[config.mk]
export PLATFORM = sky130hd
export DESIGN_NAME = axis_frame_source
export DESIGN_NICKNAME = d
export VERILOG_FILES = /design/src/rtl/axis_frame_source.sv
export SDC_FILE = /design/constraint.sdc
export NUM_CORES = 1
export LEC_CHECK = 0
export CORE_ASPECT_RATIO = 0.6
export CORE_MARGIN = 1.5
export CORE_UTILIZATION = 45
export DETAILED_ROUTE_END_ITERATION = 12
export REMOVE_ABC_BUFFERS = 1
export SYNTH_ARGS = -nofsm -noshare
export SYNTH_HDL_FRONTEND = slang
export SYNTH_SLANG_ARGS = --single-unit
[constraint.sdc]
create_clock -name clk_i -period 4.4 [get_ports clk_i]
set_input_delay 0.88 -clock clk_i [delete_from_list [all_inputs] [get_ports clk_i]]
set_output_delay 0.88 -clock clk_i [all_outputs]
set_load 0.005 [all_outputs]
[src/rtl/axis_frame_source.sv]
// axis_frame_source
// Frame-rate AXI-Stream pixel source. One IMG_W x IMG_H frame per accepted
// start, raster order, tlast on the last pixel of each line, tuser on the
// first pixel of the frame. The sink is always ready (no tready).
//
// Ports
//   clk_i          in   system clock
//   rstn_i         in   synchronous reset, active low
//   start_i        in   start one frame (only honoured in IDLE)
//   pattern_i[1:0] in   0=h-ramp 1=v-ramp 2=checker 3=LFSR, sampled with start
//   busy_o         out  high while a frame is in progress (LINE/GAP/DONE)
//   frame_done_o   out  one-cycle pulse after the final beat
//   axis_tdata_o   out  pixel value
//   axis_tvalid_o  out  beat valid
//   axis_tlast_o   out  last pixel of line
//   axis_tuser_o   out  first pixel of frame
//
// state | meaning
// ------+---------------------------------------------------------------
// IDLE  | waiting for start_i, all outputs low
// LINE  | presenting beat (x,y) on the stream this cycle
// GAP   | inter-line idle, gap_cnt counts down to the next line's first beat
// DONE  | frame_done pulse cycle, busy still high

module axis_frame_source #(
    parameter int IMG_W    = 64,
    parameter int IMG_H    = 64,
    parameter int LINE_GAP = 0
) (
    input  logic       clk_i,
    input  logic       rstn_i,
    input  logic       start_i,
    input  logic [1:0] pattern_i,
    output logic       busy_o,
    output logic       frame_done_o,
    output logic [7:0] axis_tdata_o,
    output logic       axis_tvalid_o,
    output logic       axis_tlast_o,
    output logic       axis_tuser_o
);

    localparam int XW = (IMG_W > 1) ? $clog2(IMG_W) : 1;
    localparam int YW = (IMG_H > 1) ? $clog2(IMG_H) : 1;
    localparam int GW = (LINE_GAP > 1) ? $clog2(LINE_GAP) : 1;

    localparam logic [XW-1:0] X_LAST   = XW'(IMG_W - 1);
    localparam logic [YW-1:0] Y_LAST   = YW'(IMG_H - 1);
    // Gap counter is loaded with LINE_GAP-1 and runs down to zero, giving
    // exactly LINE_GAP idle cycles; unused when LINE_GAP is zero.
    localparam logic [GW-1:0] GAP_LOAD = (LINE_GAP > 0) ? GW'(LINE_GAP - 1) : '0;

    typedef enum logic [1:0] {
        S_IDLE,
        S_LINE,
        S_GAP,
        S_DONE
    } state_t;

    state_t          state;
    logic [XW-1:0]   x;
    logic [YW-1:0]   y;
    logic [GW-1:0]   gap_cnt;
    logic [7:0]      lfsr;
    logic [1:0]      pat;

    logic [XW-1:0]   x_inc;
    logic [YW-1:0]   y_inc;
    logic [7:0]      lfsr_adv;

    function automatic logic [7:0] lfsr_step(input logic [7:0] v);
        return v[0] ? ((v >> 1) ^ 8'hB8) : (v >> 1);
    endfunction

    function automatic logic [7:0] pixel(input logic [1:0]    p,
                                         input logic [XW-1:0] px,
                                         input logic [YW-1:0] py,
                                         input logic [7:0]    rnd);
        logic [7:0] x8;
        logic [7:0] y8;
        x8 = 8'(px);
        y8 = 8'(py);
        case (p)
            2'd0:    return x8;
            2'd1:    return y8;
            2'd2:    return (x8[3] ^ y8[3]) ? 8'hFF : 8'h00;
            default: return rnd;
        endcase
    endfunction

    assign x_inc    = x + XW'(1);
    assign y_inc    = y + YW'(1);
    // The register always holds the value for the beat being presented;
    // advancing it on every LINE cycle keeps the sequence continuous across
    // lines and gaps.
    assign lfsr_adv = lfsr_step(lfsr);

    always_ff @(posedge clk_i) begin
        if (!rstn_i) begin
            state         <= S_IDLE;
            x             <= '0;
            y             <= '0;
            gap_cnt       <= '0;
            lfsr          <= 8'h01;
            pat           <= 2'd0;
            busy_o        <= 1'b0;
            frame_done_o  <= 1'b0;
            axis_tdata_o  <= 8'h00;
            axis_tvalid_o <= 1'b0;
            axis_tlast_o  <= 1'b0;
            axis_tuser_o  <= 1'b0;
        end else begin
            frame_done_o  <= 1'b0;
            axis_tdata_o  <= 8'h00;
            axis_tvalid_o <= 1'b0;
            axis_tlast_o  <= 1'b0;
            axis_tuser_o  <= 1'b0;

            case (state)
                S_IDLE: begin
                    if (start_i) begin
                        state         <= S_LINE;
                        pat           <= pattern_i;
                        x             <= '0;
                        y             <= '0;
                        lfsr          <= 8'h01;
                        busy_o        <= 1'b1;
                        axis_tvalid_o <= 1'b1;
                        axis_tdata_o  <= pixel(pattern_i, '0, '0, 8'h01);
                        axis_tlast_o  <= (X_LAST == '0);
                        axis_tuser_o  <= 1'b1;
                    end
                end

                S_LINE: begin
                    lfsr <= lfsr_adv;
                    if (x == X_LAST) begin
                        x <= '0;
                        if (y == Y_LAST) begin
                            state        <= S_DONE;
                            frame_done_o <= 1'b1;
                        end else if (LINE_GAP == 0) begin
                            y             <= y_inc;
                            axis_tvalid_o <= 1'b1;
                            axis_tdata_o  <= pixel(pat, '0, y_inc, lfsr_adv);
                        end else begin
                            y       <= y_inc;
                            gap_cnt <= GAP_LOAD;
                            state   <= S_GAP;
                        end
                    end else begin
                        x             <= x_inc;
                        axis_tvalid_o <= 1'b1;
                        axis_tdata_o  <= pixel(pat, x_inc, y, lfsr_adv);
                        axis_tlast_o  <= (x_inc == X_LAST);
                    end
                end

                S_GAP: begin
                    if (gap_cnt == '0) begin
                        state         <= S_LINE;
                        axis_tvalid_o <= 1'b1;
                        axis_tdata_o  <= pixel(pat, x, y, lfsr);
                    end else begin
                        gap_cnt <= gap_cnt - GW'(1);
                    end
                end

                S_DONE: begin
                    state  <= S_IDLE;
                    busy_o <= 1'b0;
                end

                default: state <= S_IDLE;
            endcase
        end
    end

endmodule

==> flow_summary.ini <==
[run_status]
status = finished clean

[synth]
yosysTopAreaCellShare = 0.331
synth-seq-cells = 37
synth_fa_ha_area_frac = 0.0168
synth_xor_area_frac = 0.0386
synth_compound_area_frac = 0.263
ys.flop_type = dfxtp_1
synth_cell_types = 61
synthSimpleGateAreaFrac = 0.254
async_flop_share = 0
synth_edf_count = 0
synth_top_area_cell = dfxtp_1
synthCells = 285
yosysSeqAreaShare = 0.331
syn_area_per_cell_um2 = 7.84
ys_top_cells_by_area = dfxtp_1 (33%), nor2_1 (7.2%), nand2_1 (5.2%)
synthMuxAreaShare = 0.0420
synth_area_mm2 = 0.00223
yosysWarnings = 0
synth_top_family_by_area = compound AO/OA/AOI/OAI gates

[worst_setup_path]
cp.buffers_inverters = 2
max_stage_delay_ps = 710
required_ps = 4590
worstPathArrival_ps = 2800
startpoint_type = primary input
endpoint_kind = flop
path_cells = clkdlybuf4s50_1 -> inv_1 -> a21oi_1 -> nand2_1 -> a211o_1 -> o41ai_2
cp_max_fo = 23
crit_slowest_cell = clkdlybuf4s50_1
path_class = primary input to flop
crit_family = buffers and inverters

[drt]
wire_per_inst_um = 18.0
dr.pass1.iters = 6
num_vias = 2215
ant_nets = 0
drc = 0
drt-initial-drc-count = 331
wl_um = 6340
vias_per_cell = 6.27

[layout]
layout_commonest_cell = nor2_1
drive_above_1_share = 0.0759
fin_nets = 297
fillerInstances = 435
stdcell_area_mm2 = 0.00252
final_cells = 353
layout_common_cells = nor2_1 (43), dfxtp_1 (37), nand2_1 (31)
n_antenna_cell = 0
synthToLayoutAreaGrowth_pct = 12.6

[die]
die_y_um = 57.6
io_pins = 18
die_w_um = 94.0
die-area_mm2 = 0.00541
floorplan.initialDensity = 0.477
placementRows = 19
coreArea_mm2 = 0.00468

[cts]
htreeDepth = 2
cts_hold_buf = 0
cts_tree = yes
clk_latency_ps = 300
cts.sinks = 37
clock_path_buffers = 2
cts_resized = 0
post_cts_buffers = 0
cts_buffers = 5
cts-root-buf = clkbuf_8
cts.clk_slew.worst_paths_ps = 80

[sta]
finalCritPeriodShare = 0.593
worst_pin_slew_ps = 858
timing.hold.ws_ps = 458
slew_violations = 0
period_minus_slack_ps = 2610
slew_headroom = 0.428
finalClockSkew_ps = 7.04
clock.fmax_mhz = 383
tns_ps = 0
setup_viol = 0
hold_violations = 0
grt_setup_unrepaired = false

[placed_design]
placed_area_mm2 = 0.00240
dp.cells = 345
hpwlAfterDp_um = 4410
gp_congestion = 0.952
placement.io_buffers = 17

[grt]
grt_pass1_vias = 1891
antenna_found_initial = 0
track_usage = 0.256
gr-total-overflow = 0
grt_max_degree = 24
grt_pass1_wl_um = 10300

[min_path]
hold_path_class = flop to flop

[job]
cap_violations = 0

[pwr]
ir_worst_vdd_v = 0.000177
leakage_uw = 0.000956
power_density_mw_per_mm2 = 301
[sequential cells by signal, summed over array words and instances, names as in the netlist]
signal,count
state,2
axis_tuser_o,1
pat,2
frame_done_o,1
busy_o,1
axis_tvalid_o,1
axis_tlast_o,1
axis_tdata_o,8
x,6
lfsr,8
y,6
[where the power goes]
part / leakage (uW) / switching (uW) / internal [uW]
Sequential: 0.000301 / 13.7 / 345
Clock: 0.0000585 / 125 / 185
Combinational: 0.000597 / 53.7 / 35.2
Total: 0.000956 / 192 / 565
[through the flow]
stage / utilization / worst slack [ps] / power [uW]
CTS: 0.537 / 1790 / 760
finish: 0.537 / 1790 / 757
global route: 0.537 / 1650 / 793
global placement: 0.512 / 1610 / 453
detailed placement: 0.512 / 1480 / 453
floorplan: - / 2390 / 417
[final cells by class]
type	instances	area (um2)	area share
repair buffers	19	185	0.0736
well taps	63	78.8	0.0313
multi-input cells	220	1370	0.546
clock buffers	7	86.3	0.0343
inverters	6	22.5	0.00895
flip-flops and latches	37	741	0.294
clock inverters	1	30.0	0.0119
[metal layers]
layer	track usage	wire length, um	vias up
li1	-	-	1041
met1	0.407	3080	1032
met2	0.322	2460	129
met3	0.0760	698	13
met4	0.0704	101	0
met5	0	0	-
[cell families after synthesis]
kind of cell | count (synthesis)
and+or+nand+nor | 117
buffers and inverters | 28
muxes | 9
DFF | 37
adders and majority gates | 3
xor gates and xnor gates | 9
AOI/OAI and AO/OA | 82
[final timing paths]
path | start | to | slack (ps) | cells after the start
setup reg to reg | x[1]$_SDFFE_PN0P_ | axis_tdata_o[5]$_SDFF_PN0_ | 2190 | 6
hold reg to reg | busy_o$_SDFFE_PN0P_ | busy_o$_SDFFE_PN0P_ | 460 | 1
hold / removal | busy_o$_SDFFE_PN0P_ | busy_o$_SDFFE_PN0P_ | 460 | 1
setup / recovery | rstn_i | axis_tdata_o[5]$_SDFF_PN0_ | 1790 | 6
[Yosys cell counts (all sizes together) (3+ instances only)]
cell     count
nor2        44
dfxtp       37
nand2       31
a21oi       22
clkbuf      12
o21ai       11
buf         10
a22oi        9
nand3        9
mux2i        6
nor3         6
xor2         6
nand2b       5
o22ai        5
inv          4
nand4        4
a311oi       3
a31oi        3
and3         3
ha           3
mux2         3
o2111ai      3
o211a        3
o221ai       3
or2          3
xnor2        3
Power figures use the tool's default switching activity.
